$ cat config.mk
export PLATFORM = sky130hd
export DESIGN_NAME = rv32im_bus_arbiter
export DESIGN_NICKNAME = d
export VERILOG_FILES = /design/src/rtl/rv32im_bus_pkg.sv /design/src/rtl/rv32im_priority_pick.sv /design/src/rtl/rv32im_bus_arbiter.sv
export SDC_FILE = /design/constraint.sdc
export NUM_CORES = 1
export LEC_CHECK = 0
export CAP_MARGIN = 20
export CORE_AREA = 2 2 137 139
export DETAILED_ROUTE_END_ITERATION = 8
export DIE_AREA = 0 0 139 141
export GPL_ROUTABILITY_DRIVEN = 1
export SYNTH_ARGS = -nofsm -noshare
export SYNTH_HDL_FRONTEND = slang
export SYNTH_SLANG_ARGS = --single-unit
$ cat constraint.sdc
create_clock -name clk_i -period 1.1 [get_ports clk_i]
set_input_delay 0.22 -clock clk_i [delete_from_list [all_inputs] [get_ports clk_i]]
set_output_delay 0.22 -clock clk_i [all_outputs]
set_load 0.005 [all_outputs]
$ cat src/rtl/rv32im_bus_pkg.sv
// Shared types and constants for the rv32im Wishbone arbiter.
// Used by rv32im_bus_arbiter (RV32IM_ARB_ROUND_ROBIN_EN selects its policy).
package rv32im_bus_pkg;

  typedef enum logic [1:0] {
    IDLE    = 2'd0,
    OWNED   = 2'd1,
    RELEASE = 2'd2
  } arb_state_e;

  localparam int unsigned BUS_MEMORY   = 0;
  localparam int unsigned BUS_PREFETCH = 1;
  localparam int unsigned BUS_EXTERNAL = 2;

  localparam int unsigned SEL_W = 4;

  // Index following idx, wrapping at n.
  function automatic int unsigned next_index(input int unsigned idx, input int unsigned n);
    return (idx + 1 >= n) ? 0 : idx + 1;
  endfunction

endpackage

$ cat src/rtl/rv32im_priority_pick.sv
// Combinational one-hot picker: first set request found scanning upward
// (with wrap) from the starting index wins.
module rv32im_priority_pick #(
  parameter int unsigned N     = 3,
  parameter int unsigned IDX_W = $clog2(N)
) (
  input  logic [N-1:0]     req,
  input  logic [IDX_W-1:0] start,
  output logic [N-1:0]     onehot
);

  logic [IDX_W-1:0] idx;
  logic             found;

  always_comb begin
    onehot = '0;
    found  = 1'b0;
    idx    = '0;
    for (int unsigned k = 0; k < N; k++) begin
      idx = IDX_W'((32'(start) + k) % N);
      if (!found && req[idx]) begin
        onehot[idx] = 1'b1;
        found       = 1'b1;
      end
    end
  end

endmodule

$ cat src/rtl/rv32im_bus_arbiter.sv
// Wishbone arbiter / master mux sharing one bus between NUM_MASTERS requesters.
// Define RV32IM_ARB_ROUND_ROBIN_EN for rotating priority; default is fixed priority.
module rv32im_bus_arbiter
  import rv32im_bus_pkg::*;
#(
  parameter int unsigned XLEN        = 32,
  parameter int unsigned NUM_MASTERS = 3
) (
  input  logic                            clk_i,
  input  logic                            reset_i,
  input  logic [NUM_MASTERS-1:0]          req_i,
  output logic [NUM_MASTERS-1:0]          grant_o,
  input  logic [NUM_MASTERS*(XLEN-2)-1:0] m_adr_i,
  input  logic [NUM_MASTERS*XLEN-1:0]     m_dat_i,
  input  logic [NUM_MASTERS*SEL_W-1:0]    m_sel_i,
  input  logic [NUM_MASTERS-1:0]          m_cyc_i,
  input  logic [NUM_MASTERS-1:0]          m_stb_i,
  input  logic [NUM_MASTERS-1:0]          m_we_i,
  output logic [NUM_MASTERS-1:0]          m_ack_o,
  output logic [NUM_MASTERS-1:0]          m_err_o,
  output logic [XLEN-1:0]                 m_dat_o,
  output logic [XLEN-3:0]                 adr_o,
  output logic [XLEN-1:0]                 dat_o,
  output logic [SEL_W-1:0]                sel_o,
  output logic                            cyc_o,
  output logic                            stb_o,
  output logic                            we_o,
  input  logic [XLEN-1:0]                 dat_i,
  input  logic                            ack_i,
  input  logic                            err_i
);

  localparam int unsigned AW    = XLEN - 2;
  localparam int unsigned IDX_W = $clog2(NUM_MASTERS);

  arb_state_e             state_q, state_d;
  logic [NUM_MASTERS-1:0] grant_q, grant_d;
  logic [NUM_MASTERS-1:0] winner;
  logic [IDX_W-1:0]       start_idx;

`ifdef RV32IM_ARB_ROUND_ROBIN_EN
  logic [IDX_W-1:0] ptr_q, ptr_d;
  logic [IDX_W-1:0] winner_idx;

  assign start_idx = IDX_W'(next_index(32'(ptr_q), NUM_MASTERS));

  always_comb begin
    winner_idx = '0;
    for (int unsigned i = 0; i < NUM_MASTERS; i++) begin
      if (winner[i]) winner_idx = IDX_W'(i);
    end
  end

  // Pointer resets to the last index so requester 0 wins first.
  always_ff @(posedge clk_i) begin
    if (reset_i) ptr_q <= IDX_W'(NUM_MASTERS - 1);
    else         ptr_q <= ptr_d;
  end
`else
  assign start_idx = IDX_W'(BUS_MEMORY);
`endif

  rv32im_priority_pick #(
    .N     (NUM_MASTERS),
    .IDX_W (IDX_W)
  ) u_pick (
    .req    (req_i),
    .start  (start_idx),
    .onehot (winner)
  );

  always_ff @(posedge clk_i) begin
    if (reset_i) begin
      state_q <= IDLE;
      grant_q <= '0;
    end else begin
      state_q <= state_d;
      grant_q <= grant_d;
    end
  end

  always_comb begin
    state_d = state_q;
    grant_d = grant_q;
`ifdef RV32IM_ARB_ROUND_ROBIN_EN
    ptr_d   = ptr_q;
`endif
    unique case (state_q)
      IDLE: begin
        if (|req_i) begin
          grant_d = winner;
          state_d = OWNED;
`ifdef RV32IM_ARB_ROUND_ROBIN_EN
          ptr_d   = winner_idx;
`endif
        end
      end
      OWNED: begin
        if (!(|(grant_q & (req_i | m_cyc_i)))) begin
          grant_d = '0;
          state_d = RELEASE;
        end
      end
      RELEASE: begin
        grant_d = '0;
        state_d = IDLE;
      end
      default: begin
        grant_d = '0;
        state_d = IDLE;
      end
    endcase
  end

  // Grant is one-hot or zero, so an OR of gated slices acts as the mux.
  always_comb begin
    adr_o = '0;
    dat_o = '0;
    sel_o = '0;
    cyc_o = 1'b0;
    stb_o = 1'b0;
    we_o  = 1'b0;
    for (int unsigned i = 0; i < NUM_MASTERS; i++) begin
      if (grant_q[i]) begin
        adr_o = adr_o | m_adr_i[i*AW +: AW];
        dat_o = dat_o | m_dat_i[i*XLEN +: XLEN];
        sel_o = sel_o | m_sel_i[i*SEL_W +: SEL_W];
        cyc_o = cyc_o | m_cyc_i[i];
        stb_o = stb_o | m_stb_i[i];
        we_o  = we_o  | m_we_i[i];
      end
    end
  end

  assign grant_o = grant_q;
  assign m_ack_o = {NUM_MASTERS{ack_i}} & grant_q;
  assign m_err_o = {NUM_MASTERS{err_i}} & grant_q;
  assign m_dat_o = dat_i;

endmodule

==> metrics.md <==
| Metric | Value |
|---|---|
| Status | finished, violations left |
| Failing checks | negative setup slack |
| Layout net count | 779 |
| Fin cells | 766 |
| WS Path Type | flop to output pin |
| R2R Path End | state_q[1]$_SDFFE_PP0P_ |
| Pre-CTS setup slack | -0.759 ns |
| DRC | 0 |
| Clock slew seen by the registers of the worst setup and hold paths | 0.03 ns |
| Clk buf depth | 2 |
| Total CTS buffers | 3 |
| Chip Width | 139 µm |
| Leakage power | 2.60 nW |
| Initial Utilization | 0.0867 |
| PD cells | 624 nW/µm² |
| Placed cells | 726 |
| Pwr Total | 0.00328 W |
| Worst EP arrival | 1.53 ns |
| Worst Skew | 0.00102 ns |
| Routed Antenna Nets | 0 |
| Peak supply drop | 530 µV |
| Syn Inst Count | 229 |
| Clock Latency Late Sink | 0.22 ns |
| RSZ-0062 raised after global routing | yes |
| Initial antenna violation count | 0 |
| Worst Setup SP | grant_o[0]$_SDFFE_PP0P_ |
| Number of flops mapped to enable cells by yosys | 0 |
| Slew @ Worst Pin | 0.539 ns |
| Max_slew headroom | 0.638 |
| Worst Path Required | 0.88 ns |
| Worst Path Max Fanout | 7 |
| Num ports | 356 |
| CTS tree | done |
| Hold path depth | 0 |
| Sequential fraction of the synthesis area | 0.0632 |
| CP Capture Type | output pin |
| Syn Nets | 475 |
| GPL Wtd Cong | 0.823 |
| Synthesized area | 1580 µm² |
| Chip height | 141 µm |
| Clk sinks | 5 |
| HPWL after DPL | 8.99 mm |
| Vias in the first global route | 3,057 |
| Port Buffers | 291 |
| Top FF cell, synth | dfxtp_1 |
| # rows | 50 |
| Count of final setup violators | 83 |
| Fmax | 0.571 GHz |
| DR vias/cell | 4.16 |
| Clk root buf | clkbuf_16 |
| Tot GR Track Use | 0.118 |
| Final Cell Area | 5250 µm² |
| Final count of hold timing violations | 0 |
| Post-DR wirelength/cell | 17.4 µm |
| Initial drt markers | 382 |
| H-tree depth | 1 |
| CP Capture Point | adr_o[5] |
| Final period util | 1.59 |
| Setup ws final | -0.651 ns |
| FF-to-FF path depth | 5 |
| R2R Setup Slk | -0.63 ns |
| Largest net degree at the start of global routing | 38 |
| Min Clock Period, post-route | 1.75 ns |
| First-pass GRT wire length | 18.3 mm |
| R2R Path Start | grant_o[0]$_SDFFE_PP0P_ |
| Synth top area share | 0.436 |
| Path type of the worst min-delay path | input port to output pin |
| Syn-to-layout area delta | 231% |
| Die footprint | 19,600 µm² |
| Share of layout cells above drive strength 1 | 0.299 |
| Dpl cell area | 4790 µm² |
| Synth top cells by count | a222oi_1, inv_1, buf_4 |
| Core box area | 18,300 µm² |
| ANT cells | 0 |
| Synth Register Bits | 5 |
| Routed vias | 3,183 |
| GRT overflow | 0 |
| Final TNS setup | -42.27 ns |
| Warnings from Yosys | 0 |
| Asr flop ratio synth | 0 |
| Count of different cell masters after synthesis | 23 |
| Largest area contributor in the netlist | a222oi_1 |
| MaxCap Viol Count | 0 |
| Post-Route WL | 13.3 mm |
| Final max-slew violation count | 0 |
| Crit start category | flop |
| Synth area leaders | a222oi_1, inv_1, buf_4, dfxtp_1, clkbuf_1 |
| Synthesized area per cell | 6.92 µm² |
| Initial DRT Pass Iterations | 6 |
==> worst min-delay path by stage <==
stage               slack (ns)                 endpoint       from
floorplan                 0.31  grant_o[1]$_SDFFE_PP0P_    reset_i
global placement          0.44              m_dat_o[17]  dat_i[17]
detailed placement        0.44              m_dat_o[17]  dat_i[17]
CTS                       0.44              m_dat_o[17]  dat_i[17]
global route              0.44              m_dat_o[11]  dat_i[11]
finish                    0.44              m_dat_o[11]  dat_i[11]
==> timing repair <==
item	4_1_cts	5_1_grt
resized for setup	278	63
setup endpoints to repair	83	83
gates cloned	8	6
pin swaps	43	57
setup buffers	23	4
hold buffers	0	0
==> registers in the layout, indices dropped and copies added (netlist names) <==
register,count
state_q,2
grant_o,3
==> cell type report <==
class | count | area (µm²)
timing repair buffer | 356 | 3570
fill | 1960 | 13000
multi-input combinational | 98 | 938
inverter | 69 | 259
clock buffer | 4 | 78.8
tap | 234 | 293
sequential | 5 | 111
==> metal layers <==
layer / routed length, µm / global-route usage / vias to the layer above
li1: - / - / 1486
met1: 5820 / 0.157 / 1474
met2: 6320 / 0.200 / 203
met3: 1070 / 0.0221 / 20
met4: 128 / 0.0197 / 0
met5: 0 / 0 / -
==> cells in the final DEF, fill, tap and decap left out, drive strengths merged <==
cell type,instances
a21oi,1
a222oi,69
a22o,1
and2,7
and3,1
buf,104
clkbuf,41
clkdlybuf4s15,2
clkdlybuf4s50,212
dfxtp,5
dlygate4sd2,1
inv,69
nand2,2
nor2,3
nor2b,2
nor3,1
nor3b,2
nor4,2
nor4b,1
o21ai,2
o221ai,1
o41ai,3
==> power breakdown <==
group	leakage [nW]	internal [W]	switching [W]	total (W)
sequential	0.0433	0.000200	0.0000531	0.000253
combinational	2.52	0.00160	0.000828	0.00243
clock	0.0382	0.000480	0.000113	0.000593
==> critical path, stage by stage, from the launching register on <==
cell and delay [ns]:
dfxtp_4 0.38, buf_12 0.16, buf_8 0.13, buf_6 0.11, a222oi_1 0.31, inv_1 0.07, buf_2 0.13
==> per-stage QoR <==
stage | util | hold slack [ns]
floorplan | - | 0.311
global placement | 0.262 | 0.440
detailed placement | 0.262 | 0.440
CTS | 0.286 | 0.440
global route | 0.287 | 0.440
finish | 0.287 | 0.440
==> kinds of logic after synthesis <==
kind of cell,after synthesis,synth area share
AOI/OAI and AO/OA,77,0.473
and+or+nand+nor,21,0.0806
buffers and inverters,126,0.383
DFF,5,0.0632
(Power assumes the default switching activity.)
==> RTL edit: new RTL, same settings <==
Put a register stage on the output `m_err_o`. The value now appears one clock later. The other outputs are not delayed to match.
--- a/src/rtl/rv32im_bus_arbiter.sv
+++ b/src/rtl/rv32im_bus_arbiter.sv
@@ -136,3 +136,5 @@
   assign m_ack_o = {NUM_MASTERS{ack_i}} & grant_q;
-  assign m_err_o = {NUM_MASTERS{err_i}} & grant_q;
+  always_ff @(posedge clk_i) begin
+    m_err_o <= {NUM_MASTERS{err_i}} & grant_q;
+  end
   assign m_dat_o = dat_i;
Formal check against the unedited RTL: not equivalent (Yosys sat finds a counterexample within 4 cycles, from zero or initial values and one cycle with reset_i high).
==> RTL edit against the unedited design <==
The flow still finishes with violations (setup timing). Area after synthesis up 2.4%. Worst setup slack improved by 0.054 ns. Final area down 4.8%. Routed wire length decreased by 6.1%. Via count shrank 3.1%. Clock power rose by 3%. Global-route usage up 0.12 points. Sequential cell count rose by 3. Count of clock-buffer cells in the layout fell by 1. Core utilization down 1.4 points. Total power is 2.3% higher. Largest cell class unchanged. Highest routed layer unchanged.
==> RTL edit: results (changes against the unedited design) <==
Gate Count Post-Synth 232 (was 229); Pre-antenna DRT Iters 7 (was 6); FF-to-FF End state_q[1] (unchanged); worst reg-to-reg path cell count 6 (was 5); Net Count, Synth 478 (was 475); status finished, violations left (unchanged); PnR worst setup slack -0.597 ns (was -0.651 ns); Synth cell types 22 (was 23); Final Skew 0.00439 ns (was 0.00102 ns); layout cells sized above 1 26.3% (was 29.9%); part of the Yosys area used for sequential elements 9.88% (was 6.32%); Final nets 766 (was 779); failing checks setup timing (unchanged); mux contribution to synthesized area 0% (unchanged); Least-Margin Pin Slew 0.368 ns (was 0.539 ns); Vias 3,085 (was 3,183); Leakage 2.51 nW (was 2.60 nW); Max VDD drop 710 uV (was 530 uV); Compound-Gate Fraction of Synth Area 46.5% (was 47.3%); routability cong. 0.810 (was 0.823); Commonest cells post-synth 70 x inv_1, 69 x a222oi_1, 32 x buf_4 (was 69 x a222oi_1, 69 x inv_1, 32 x buf_4); setup violators final 79 (was 83); CP Max Fanout 8 (was 7); pre-CTS WS -0.847 ns (was -0.759 ns); largest cells by area after synthesis a222oi_1 43%, inv_1 16%, buf_4 15% (was a222oi_1 44%, inv_1 16%, buf_4 15%); n_diodes 0 (unchanged); Post-Place Cell Area 4770 um^2 (was 4790 um^2); Ys Warns 0 (unchanged); xor and xnor area share after synthesis 0% (unchanged); Critical Path End dat_o[15] (was adr_o[5]); initial antenna violation count 0 (unchanged); Clk pin slew, worst setup/hold paths 0.03 ns (about the same); Total GRT Usage 11.9% (was 11.8%); max incr delay on CP 0.41 ns (was 0.38 ns); largest net degree at the start of global routing 22 (was 38); routed len/inst 16.7 um (was 17.4 um); First DRT Iteration DRCs 344 (was 382); setup_tns -38.46 ns (was -42.27 ns); Critical Path Source grant_o[1] (was grant_o[0]); Post-DP HPWL 9.05 mm (was 8.99 mm); first-pass GRT wire length 18.5 mm (was 18.3 mm); flop2flop setup slack -0.45 ns (was -0.63 ns); htree depth 1 (unchanged); non-filler cells, final 752 (was 766); worst hold-check path type in2out (unchanged)
## RTL edit: per-layer routing
layer / wire length (um) / track usage, % / up-vias
li1: - / - / 1459
met1: 5000 / 15.4 / 1408
met2: 5950 / 19.9 / 202
met3: 1420 / 3.40 / 16
met4: 167 / 2.13 / 0
met5: 0 / 0 / -
## RTL edit: power by group
group / switching [mW] / internal [mW]
clock: 0.139 / 0.468
sequential: 0.0453 / 0.315
combinational: 0.819 / 1.56
## RTL edit: cell type report
type                    instances  area [um^2]
clock buffers                   3         75.1
fillers                      2009        13300
inverters                      70          263
multi-input cells              97          868
flip-flops and latches          8          171
well taps                     234          293
repair buffers                340         3330
## RTL edit: worst min-delay path by stage
stage	startpoint	end	slack (ns)	cells past startpoint
6_report	dat_i[11]	m_dat_o[11]	0.44	0
5_1_grt	dat_i[11]	m_dat_o[11]	0.44	0
4_1_cts	dat_i[19]	m_dat_o[19]	0.44	0
3_5_place_dp	dat_i[19]	m_dat_o[19]	0.44	0
3_3_place_gp	dat_i[19]	m_dat_o[19]	0.44	0
2_1_floorplan	err_i	m_err_o[0]	0.35	1
## RTL edit: cell families after synthesis
family / Yosys count
AO/OA/AOI/OAI: 78
buffers and inverters: 127
flip-flops: 8
AND/OR/NAND/NOR: 19
## RTL edit: repair_timing
action / 4_1_cts / 5_1_grt
gates resized for setup: 333 / 14
pin swaps: 70 / 44
buffers inserted: 15 / 3
setup endpoints to repair: 83 / 80
hold buffers: 0 / 0
endpoints found under the hold margin: 0 / 0
cloned: 9 / 0
## RTL edit: worst register-to-register path: stages, from the launching register on
cell and delay, ns:
dfxtp_4 0.35, buf_12 0.15, a222oi_1 0.35, buf_4 0.19, buf_6 0.11, and3_4 0.21
and3_1 0.15
